==> src/rtl/rv32e_alu_issue_if.sv <==
`default_nettype none
// ============================================================================
// Module   : rv32e_alu_issue_if
// Purpose  : Handshake and operand bus between the issue stage and its
//            upstream decode slot / downstream ALU-writeback consumer.
// Revision : 1.0 - initial release
// ============================================================================
interface rv32e_alu_issue_if;
    logic        flush;
    logic        in_valid;
    logic        in_ready;
    logic [31:0] in_instr;
    logic [31:0] in_pc;
    logic [31:0] rs1_data;
    logic [31:0] rs2_data;
    logic        out_valid;
    logic        out_ready;
    logic [3:0]  out_alu_op;
    logic [31:0] out_a;
    logic [31:0] out_b;
    logic [3:0]  out_rd;
    logic        out_we;
    logic        out_is_branch;
    logic [31:0] out_br_target;
    logic [31:0] out_pc;
    logic        out_illegal;

    modport master (
        output flush, in_valid, in_instr, in_pc, rs1_data, rs2_data, out_ready,
        input  in_ready, out_valid, out_alu_op, out_a, out_b, out_rd, out_we,
               out_is_branch, out_br_target, out_pc, out_illegal
    );

    modport slave (
        input  flush, in_valid, in_instr, in_pc, rs1_data, rs2_data, out_ready,
        output in_ready, out_valid, out_alu_op, out_a, out_b, out_rd, out_we,
               out_is_branch, out_br_target, out_pc, out_illegal
    );
endinterface
`default_nettype wire

==> src/rtl/rv32e_alu_issue.sv <==
`default_nettype none
// ============================================================================
// Module   : rv32e_alu_issue
// Purpose  : RV32E ALU issue stage - decodes OP/OP-IMM/LUI/AUIPC/BRANCH into
//            ALU op + operands behind a registered 2-entry skid buffer.
// Revision : 1.0 - initial release
// ============================================================================
module rv32e_alu_issue #(
    parameter bit SKID_EN = 1'b1
) (
    input wire clk,
    input wire rst_n,
    rv32e_alu_issue_if.slave bus
);
    localparam logic [6:0] c_opc_op    = 7'b0110011;
    localparam logic [6:0] c_opc_imm   = 7'b0010011;
    localparam logic [6:0] c_opc_lui   = 7'b0110111;
    localparam logic [6:0] c_opc_auipc = 7'b0010111;
    localparam logic [6:0] c_opc_br    = 7'b1100011;
    localparam logic [6:0] c_f7_zero   = 7'b0000000;
    localparam logic [6:0] c_f7_alt    = 7'b0100000;

    localparam logic [3:0] c_alu_add  = 4'd0;
    localparam logic [3:0] c_alu_sub  = 4'd1;
    localparam logic [3:0] c_alu_and  = 4'd2;
    localparam logic [3:0] c_alu_or   = 4'd3;
    localparam logic [3:0] c_alu_xor  = 4'd4;
    localparam logic [3:0] c_alu_sll  = 4'd5;
    localparam logic [3:0] c_alu_srl  = 4'd6;
    localparam logic [3:0] c_alu_sra  = 4'd7;
    localparam logic [3:0] c_alu_slt  = 4'd8;
    localparam logic [3:0] c_alu_sltu = 4'd9;
    localparam logic [3:0] c_alu_seq  = 4'd10;
    localparam logic [3:0] c_alu_sne  = 4'd11;
    localparam logic [3:0] c_alu_sge  = 4'd12;
    localparam logic [3:0] c_alu_sgeu = 4'd13;

    typedef struct packed {
        logic [3:0]  alu_op;
        logic [31:0] a;
        logic [31:0] b;
        logic [3:0]  rd;
        logic        we;
        logic        is_branch;
        logic [31:0] br_target;
        logic [31:0] pc;
        logic        illegal;
    } entry_t;

    function automatic logic [3:0] f3_alu(input logic [2:0] f3);
        case (f3)
            3'b000:  return c_alu_add;
            3'b001:  return c_alu_sll;
            3'b010:  return c_alu_slt;
            3'b011:  return c_alu_sltu;
            3'b100:  return c_alu_xor;
            3'b101:  return c_alu_srl;
            3'b110:  return c_alu_or;
            default: return c_alu_and;
        endcase
    endfunction

    logic [31:0] w_ins;
    logic [2:0]  w_f3;
    logic [6:0]  w_f7;
    logic [31:0] w_imm_i;
    logic [31:0] w_imm_u;
    logic [31:0] w_imm_b;
    logic [3:0]  w_op;
    logic [31:0] w_a;
    logic [31:0] w_b;
    logic        w_ok;
    logic        w_br;
    logic        w_use_rs1;
    logic        w_use_rs2;
    logic        w_use_rd;
    logic        w_legal;
    entry_t      w_dec;

    assign w_ins   = bus.in_instr;
    assign w_f3    = w_ins[14:12];
    assign w_f7    = w_ins[31:25];
    assign w_imm_i = {{20{w_ins[31]}}, w_ins[31:20]};
    assign w_imm_u = {w_ins[31:12], 12'b0};
    assign w_imm_b = {{19{w_ins[31]}}, w_ins[31], w_ins[7], w_ins[30:25], w_ins[11:8], 1'b0};

    always_comb begin
        w_op      = c_alu_add;
        w_a       = '0;
        w_b       = '0;
        w_ok      = 1'b0;
        w_br      = 1'b0;
        w_use_rs1 = 1'b0;
        w_use_rs2 = 1'b0;
        w_use_rd  = 1'b0;
        case (w_ins[6:0])
            c_opc_op: begin
                w_use_rs1 = 1'b1;
                w_use_rs2 = 1'b1;
                w_use_rd  = 1'b1;
                w_a       = bus.rs1_data;
                w_b       = bus.rs2_data;
                if (w_f7 == c_f7_zero) begin
                    w_ok = 1'b1;
                    w_op = f3_alu(w_f3);
                end else if (w_f7 == c_f7_alt && w_f3 == 3'b000) begin
                    w_ok = 1'b1;
                    w_op = c_alu_sub;
                end else if (w_f7 == c_f7_alt && w_f3 == 3'b101) begin
                    w_ok = 1'b1;
                    w_op = c_alu_sra;
                end
            end
            c_opc_imm: begin
                w_use_rs1 = 1'b1;
                w_use_rd  = 1'b1;
                w_a       = bus.rs1_data;
                if (w_f3 == 3'b001) begin
                    w_b  = {27'b0, w_ins[24:20]};
                    w_op = c_alu_sll;
                    w_ok = (w_f7 == c_f7_zero);
                end else if (w_f3 == 3'b101) begin
                    w_b  = {27'b0, w_ins[24:20]};
                    w_op = (w_f7 == c_f7_alt) ? c_alu_sra : c_alu_srl;
                    w_ok = (w_f7 == c_f7_zero) || (w_f7 == c_f7_alt);
                end else begin
                    w_b  = w_imm_i;
                    w_op = f3_alu(w_f3);
                    w_ok = 1'b1;
                end
            end
            c_opc_lui, c_opc_auipc: begin
                w_use_rd = 1'b1;
                w_ok     = 1'b1;
                w_a      = (w_ins[6:0] == c_opc_auipc) ? bus.in_pc : 32'h0;
                w_b      = w_imm_u;
            end
            c_opc_br: begin
                w_use_rs1 = 1'b1;
                w_use_rs2 = 1'b1;
                w_br      = 1'b1;
                w_a       = bus.rs1_data;
                w_b       = bus.rs2_data;
                w_ok      = 1'b1;
                case (w_f3)
                    3'b000:  w_op = c_alu_seq;
                    3'b001:  w_op = c_alu_sne;
                    3'b100:  w_op = c_alu_slt;
                    3'b101:  w_op = c_alu_sge;
                    3'b110:  w_op = c_alu_sltu;
                    3'b111:  w_op = c_alu_sgeu;
                    default: w_ok = 1'b0;
                endcase
            end
            default: ;
        endcase

        // RV32E only has x0-x15: bit 4 of any used register field is illegal
        w_legal = w_ok && !(w_use_rs1 && w_ins[19]) && !(w_use_rs2 && w_ins[24])
                       && !(w_use_rd && w_ins[11]);

        w_dec           = '0;
        w_dec.pc        = bus.in_pc;
        w_dec.br_target = bus.in_pc + w_imm_b;
        w_dec.illegal   = !w_legal;
        if (w_legal) begin
            w_dec.alu_op    = w_op;
            w_dec.a         = w_a;
            w_dec.b         = w_b;
            w_dec.is_branch = w_br;
            w_dec.rd        = w_br ? 4'd0 : w_ins[10:7];
            w_dec.we        = !w_br && (w_ins[10:7] != 4'd0);
        end
    end

    entry_t r_m;
    entry_t r_s;
    logic   r_m_valid;
    logic   r_s_valid;
    logic   w_acc;
    logic   w_cons;

    assign w_acc  = bus.in_valid && bus.in_ready;
    assign w_cons = r_m_valid && bus.out_ready;

    always_ff @(posedge clk) begin
        if (!rst_n) begin
            r_m       <= '0;
            r_s       <= '0;
            r_m_valid <= 1'b0;
            r_s_valid <= 1'b0;
        end else if (bus.flush) begin
            r_m_valid <= 1'b0;
            r_s_valid <= 1'b0;
        end else if (r_s_valid) begin
            if (w_cons) begin
                r_m       <= r_s;
                r_s_valid <= 1'b0;
            end
        end else if (w_acc) begin
            if (!r_m_valid || w_cons) begin
                r_m       <= w_dec;
                r_m_valid <= 1'b1;
            end else begin
                r_s       <= w_dec;
                r_s_valid <= 1'b1;
            end
        end else if (w_cons) begin
            r_m_valid <= 1'b0;
        end
    end

    generate
        if (SKID_EN) begin : g_skid
            assign bus.in_ready = !r_s_valid;
        end else begin : g_single
            assign bus.in_ready = !r_m_valid || bus.out_ready;
        end
    endgenerate

    assign bus.out_valid     = r_m_valid;
    assign bus.out_alu_op    = r_m.alu_op;
    assign bus.out_a         = r_m.a;
    assign bus.out_b         = r_m.b;
    assign bus.out_rd        = r_m.rd;
    assign bus.out_we        = r_m.we;
    assign bus.out_is_branch = r_m.is_branch;
    assign bus.out_br_target = r_m.br_target;
    assign bus.out_pc        = r_m.pc;
    assign bus.out_illegal   = r_m.illegal;
endmodule
`default_nettype wire
==> src/flat_wrapper.sv <==
// flat-port wrapper written by rule: the top's interface ports become plain ports
module rv32e_alu_issue_flat 
#(
    parameter bit SKID_EN = 1'b1
)
  (clk, rst_n, bus_flush, bus_in_valid, bus_in_instr, bus_in_pc, bus_rs1_data, bus_rs2_data, bus_out_ready, bus_in_ready, bus_out_valid, bus_out_alu_op, bus_out_a, bus_out_b, bus_out_rd, bus_out_we, bus_out_is_branch, bus_out_br_target, bus_out_pc, bus_out_illegal);
  rv32e_alu_issue_if bus_i ();
  input wire clk;
  input wire rst_n;
  input wire logic [$bits(bus_i.flush)-1:0] bus_flush;
  input wire logic [$bits(bus_i.in_valid)-1:0] bus_in_valid;
  input wire logic [$bits(bus_i.in_instr)-1:0] bus_in_instr;
  input wire logic [$bits(bus_i.in_pc)-1:0] bus_in_pc;
  input wire logic [$bits(bus_i.rs1_data)-1:0] bus_rs1_data;
  input wire logic [$bits(bus_i.rs2_data)-1:0] bus_rs2_data;
  input wire logic [$bits(bus_i.out_ready)-1:0] bus_out_ready;
  output wire logic [$bits(bus_i.in_ready)-1:0] bus_in_ready;
  output wire logic [$bits(bus_i.out_valid)-1:0] bus_out_valid;
  output wire logic [$bits(bus_i.out_alu_op)-1:0] bus_out_alu_op;
  output wire logic [$bits(bus_i.out_a)-1:0] bus_out_a;
  output wire logic [$bits(bus_i.out_b)-1:0] bus_out_b;
  output wire logic [$bits(bus_i.out_rd)-1:0] bus_out_rd;
  output wire logic [$bits(bus_i.out_we)-1:0] bus_out_we;
  output wire logic [$bits(bus_i.out_is_branch)-1:0] bus_out_is_branch;
  output wire logic [$bits(bus_i.out_br_target)-1:0] bus_out_br_target;
  output wire logic [$bits(bus_i.out_pc)-1:0] bus_out_pc;
  output wire logic [$bits(bus_i.out_illegal)-1:0] bus_out_illegal;
  assign bus_i.flush = bus_flush;
  assign bus_i.in_valid = bus_in_valid;
  assign bus_i.in_instr = bus_in_instr;
  assign bus_i.in_pc = bus_in_pc;
  assign bus_i.rs1_data = bus_rs1_data;
  assign bus_i.rs2_data = bus_rs2_data;
  assign bus_i.out_ready = bus_out_ready;
  assign bus_in_ready = bus_i.in_ready;
  assign bus_out_valid = bus_i.out_valid;
  assign bus_out_alu_op = bus_i.out_alu_op;
  assign bus_out_a = bus_i.out_a;
  assign bus_out_b = bus_i.out_b;
  assign bus_out_rd = bus_i.out_rd;
  assign bus_out_we = bus_i.out_we;
  assign bus_out_is_branch = bus_i.out_is_branch;
  assign bus_out_br_target = bus_i.out_br_target;
  assign bus_out_pc = bus_i.out_pc;
  assign bus_out_illegal = bus_i.out_illegal;
  rv32e_alu_issue #(.SKID_EN(SKID_EN)) u_core (.clk(clk), .rst_n(rst_n), .bus(bus_i));
endmodule
==> config.mk <==
export PLATFORM = sky130hd
export DESIGN_NAME = rv32e_alu_issue_flat
export DESIGN_NICKNAME = d
export VERILOG_FILES = /design/src/rtl/rv32e_alu_issue_if.sv /design/src/rtl/rv32e_alu_issue.sv /design/src/flat_wrapper.sv
export SDC_FILE = /design/constraint.sdc
export NUM_CORES = 1
export LEC_CHECK = 0
export CORE_ASPECT_RATIO = 0.9
export CORE_MARGIN = 5
export CORE_UTILIZATION = 55
export DETAILED_ROUTE_END_ITERATION = 10
export GPL_ROUTABILITY_DRIVEN = 0
export PLACE_DENSITY = 0.83
export SYNTH_ARGS = -nofsm -noshare
export SYNTH_HDL_FRONTEND = slang
export SYNTH_SLANG_ARGS = --single-unit
==> constraint.sdc <==
create_clock -name clk -period 5.1 [get_ports clk]
set_input_delay 0.51 -clock clk [delete_from_list [all_inputs] [get_ports clk]]
set_output_delay 0.51 -clock clk [all_outputs]
set_load 0.05 [all_outputs]
-- Word-level counts from Yosys, hierarchy flattened
Index checks and enable logic that the tools add are counted.
- input port bits: 133
- word-level logic and storage cells: 114
- register bits: 280
- reductions and logical operators: 35
- eq/ne operators: 15
- multiplexer cells: 39
- bitwise operators: 4
- add/sub/neg operators: 1
- operator list (operator ; count):
    139-bit two-way mux ; 4
    32-bit two-way mux ; 3
    32-bit one-hot mux with 3 select lines ; 1
    74-bit two-way mux ; 1
    32-bit one-hot mux with 2 select lines ; 1
    32-bit adder ; 1
    4-bit one-hot mux with 7 select lines ; 1
    4-bit one-hot mux with 6 select lines ; 1
    7-bit by 6-bit == test with 1-bit output, second input constant ; 3
    4-bit two-way mux ; 5
    4-bit one-hot mux with 5 select lines ; 1
    1-bit two-way mux ; 18
    7-bit by 5-bit == test with 1-bit output, second input constant ; 2
    3-bit == test, second input constant ; 4
    4-bit one-hot mux with 3 select lines ; 1
    1-bit logical AND ; 11
    4-bit AND reduction ; 2
    7-bit == test, second input constant ; 1
    1-bit zero test ; 7
    7-bit zero test ; 1
    3-bit by 2-bit == test with 1-bit output, second input constant ; 2
    2-bit nonzero test ; 3
    2-bit OR reduction ; 3
    6-bit OR reduction ; 1
    11 further kinds ; 16

-- Logic depth before layout (Yosys ltp)
- word-level depth: 13
- depth in mapped cells: 11
- gate-level depth less buffers: 11

-- Worst setup path before layout
Ideal clock, no wire load.
- path kind: in2reg
- start: input bus_in_pc[14]
- end: register u_core.r_m, in the netlist u_core.bus.out_br_target[30]
- arrival: 2687 ps
- library setup time: 95 ps
- path buffers: 1
- slack: 2318 ps
- cell stages on the path: 10
- required time: 5005 ps
- cells stage by stage: ha_1 -> clkbuf_1 -> or2_2 -> a211oi_1 -> a211oi_1 -> or3b_2 -> o21ai_0 -> o31ai_1 -> xnor2_1 -> a221oi_1
- word-level cells in the longest chain between the ends: 4
- RTL lines (item ; RTL line ; text):
    start: declaration ; flat_wrapper.sv:13 ; input wire logic [$bits(bus_i.in_pc)-1:0] bus_in_pc;
    32-bit adder ; rv32e_alu_issue.sv:164 ; w_dec.br_target = bus.in_pc + w_imm_b;
    139-bit two-way mux ; rv32e_alu_issue.sv:201 ; if (!r_m_valid || w_cons) begin
    139-bit two-way mux ; rv32e_alu_issue.sv:200 ; end else if (w_acc) begin
    139-bit two-way mux ; rv32e_alu_issue.sv:195 ; end else if (r_s_valid) begin
    end signal: assignment ; rv32e_alu_issue.sv:197 ; r_m <= r_s;
    end signal: assignment ; rv32e_alu_issue.sv:202 ; r_m <= w_dec;
    end: declaration ; rv32e_alu_issue.sv:176 ; entry_t r_m;
No other way between the ends. The select of a mux whose other input is x is not followed.
A chain may end at the register's enable or synchronous reset.

-- Worst setup path after layout
- start: register u_core.r_s_valid
- end: register u_core.r_m, in the netlist u_core.bus.out_rd[2]
- word-level cells in the longest chain between the ends: 4
- RTL lines (item ; RTL line ; text):
    start: declaration ; rv32e_alu_issue.sv:179 ; logic r_s_valid;
    start signal: assignment ; rv32e_alu_issue.sv:191 ; r_s_valid <= 1'b0;
    start signal: assignment ; rv32e_alu_issue.sv:194 ; r_s_valid <= 1'b0;
    start signal: assignment ; rv32e_alu_issue.sv:198 ; r_s_valid <= 1'b0;
    1-bit zero test ; rv32e_alu_issue.sv:215 ; assign bus.in_ready = !r_s_valid;
    1-bit logical AND ; rv32e_alu_issue.sv:183 ; assign w_acc = bus.in_valid && bus.in_ready;
    2-bit nonzero test (no line) ; n/a ;
    4-bit AND reduction (no line) ; n/a ;
Parallel ways exist; a longest one is shown, timed or not.

==> results by group <==
Run status
  – Status: complete, no violations

Worst setup path
  – Slowest cell delay on critical path: 1.00 ns
  – Crit path DAT: roughly 3.8 ns
  – Critical Path End Type: register
  – Reg2reg setup slack: about 1.7 ns
  – Top cell family by delay on the critical path: compound AO/OA/AOI/OAI gates
  – Critical Path Slowest Stage Cell: a221oi_4
  – Buf+Inv Stages, Crit Path: 2
  – CP Cell Sequence: inv_1 > nand2_1 > a221oi_4 > buf_4 > nand3_1 > a31oi_1
  – Startpoint types: register
  – Critical path required time: 5.57 ns
  – CP Max Fanout: 48
  – Crit path kind: register to register

Floorplan
  – Core area: ~24000 sq um
  – Initial Util: 55.7%
  – Die H: 159 microns
  – I/O Pins: 274
  – Num rows: 54
  – Die W: around 180 microns
  – Die area: around 28000 sq um

Timing
  – Skew final: between 0.02 and 0.025 ns
  – Final Hold Fails: 0
  – Max Transition Viols Final: 0
  – Setup Viol. Count Final: 0
  – Setup TNS: 0 ns
  – Fin crit period: 3.37 ns
  – Unrepaired setup endpoints after global routing: false
  – Final worst-path cycle share: 66.1%
  – Worst-margin pin slew: ~1.2 ns
  – Relative slew slack: 21.5%
  – Fmax: roughly 300 MHz

Drt
  – Vias: ~14k
  – Routed Antenna Nets: 0
  – Remaining DRCs: 0
  – Drt first pass iters: 6
  – Initial DRC count: approximately 2.0k
  – Avg Vias per Cell: between 6 and 7
  – Final wirelength: about 46000 microns
  – WL per Instance: 20.7 microns

Pwr
  – Pwr/cell area: approximately 320 nW/um^2
  – LEAKAGE: about 6 nW
  – VDD IR max: 0.280 mV

Synthesis
  – Synth cell types: between 60 and 70
  – Avg Inst Size Synth: around 7.8 sq um
  – Synthesized area: between 10000 and 15000 sq um
  – Dominant synthesized flop cell: dfxtp_1
  – Post-synth EDFFs: 0
  – Asr flop ratio synth: 0%
  – Sequential share of the synthesized area: around two fifths
  – Largest cells by area after synthesis: dfxtp_1 (41%), a21oi_1 (11%), nor3_1 (5.2%)
  – Syn_nets: roughly 1.9k
  – Yosys reg bits: approximately 280
  – Leading area contributor after synthesis: dfxtp_1
  – Syn. warnings: 0
  – Post-Synthesis Cells: approximately 1.7k
  – Most frequent cell after synthesis: a21oi_1
  – Post-synth top cells: a21oi_1 (301), dfxtp_1 (278), nor2_1 (147)
  – Post-synth top area share: 41.2%

Finish
  – Syn-to-layout area delta: 27.6%
  – Filler cells: ~1.9k
  – Final instance area: around 17000 sq um
  – Share of layout cells above drive strength 1: under 10%
  – Nets@finish: about 2k

Clock network
  – Post-CTS sizing: 0
  – CTS tree: done
  – Clock sink count: ~280
  – Root Buffer: clkbuf_16
  – Setup Fix Bufs, Post-CTS: 0
  – Hold buffers post-CTS: 0
  – Clock Path Buffers: 3
  – TritonCTS buffer count: 29
  – Clock Pin Slew Worst Setup and Hold Paths: ~0.06 ns
  – Htree depth: 1
  – Clk_lat worst skew: roughly 0.55 ns

GRT
  – First-pass GRT wire length: between 70000 and 80000 microns
  – Vias in the first global route: between 10k and 15k
  – Initial antenna violation count: 1
  – Gr usage total: between 30 and 40%
  – Global route overflow: 0
  – Largest net degree at the start of global routing: 146

Place
  – I/O Buffers: ~270
  – Final HPWL DP: around 31000 microns
  – Area of placed instances: around 16000 sq um

Worst hold path
  – Min-delay worst type: register to register

Flow run
  – Max-Cap Viols: 0
layer usage:
layer  GRT usage, %  share of wire [%]
met2           46.9                 44
met3           5.04                 10
met1           43.6                 42
met5              0                  0
met4           11.4                3.9
registers in the layout (all words and copies together), names as in the netlist, 4 cells and up:
name                      flops
u_core.bus.out_a             32
u_core.bus.out_pc            32
u_core.bus.out_b             32
u_core.bus.out_rd             4
u_core.bus.out_alu_op         4
u_core.bus.out_br_target     31
u_core.r_s                  138
cell usage in the layout (no fill, tap or decap), types with 12 or more instances in the layout:
master,instances
inv_1,14
nand2b_1,12
a31oi_1,16
nand2_1,143
a221oi_1,22
a22oi_1,44
dfxtp_1,277
nand3_1,35
nor2_1,147
clkdlybuf4s50_1,272
a21oi_1,301
and3_1,12
buf_4,16
ha_1,30
mux2i_1,37
o21ai_0,118
xor2_1,13
nor3_1,139
a21o_1,20
xnor2_1,12
a211oi_1,46
clkbuf_16,29
where the power goes:
part / total, mW / leakage (nW) / internal, mW / switching (mW)
sequential: 2.30 / 2.26 / 2.25 / 0.0508
combinational: 1.06 / 3.21 / 0.379 / 0.684
clock: 2.21 / 0.500 / 1.31 / 0.893
worst min-delay path, delay by kind of cell (launching register included):
family             cells  cell delay, ns
DFF                    1            0.31
and+or+nand+nor        1            0.05
AOI/OAI and AO/OA      1            0.05
kinds of logic after synthesis:
| group | after synthesis | share of synthesized area, % |
|---|---|---|
| buffers and inverters | 176 | 5.02 |
| adders and majority gates | 31 | 2.92 |
| DFF | 278 | 41.2 |
| muxes | 37 | 2.74 |
| AOI/OAI and AO/OA | 639 | 28.2 |
| xor gates and xnor gates | 25 | 1.62 |
| and+or+nand+nor | 539 | 18.3 |
cell type report:
cell class              instances  area, sq um  area share [%]
well taps                     308          385            2.23
clock inverters                12          150           0.870
multi-input cells            1271         7330            42.5
clock buffers                  41          851            4.93
inverters                      15         61.3           0.355
repair buffers                292         2910            16.9
diodes                          1         2.50          0.0145
flip-flops and latches        278         5570            32.3
stage by stage:
stage | setup slack, ns | utilization (%) | std cells | power, mW | hold slack (ns)
after floorplan | 2.32 | - | 1725 | 2.97 | 0.432
after global placement | 1.40 | 67.0 | 2164 | 3.37 | 0.440
after detailed placement | 1.28 | 67.0 | 2164 | 3.39 | 0.447
after CTS | 1.81 | 71.1 | 2217 | 5.58 | 0.454
after global routing | 1.52 | 71.1 | 2218 | 5.74 | 0.468
final | 1.73 | 71.1 | 2218 | 5.57 | 0.457
final timing paths:
check	from	endpoint	depth (start not counted)
max	u_core.r_s_valid	u_core.bus.out_rd[2]	6
min	u_core.r_s[4]	u_core.r_s[4]	2
max reg2reg	u_core.r_s_valid	u_core.bus.out_rd[2]	6
min reg2reg	u_core.r_s[4]	u_core.r_s[4]	2
Power figures use the tool's default switching activity.
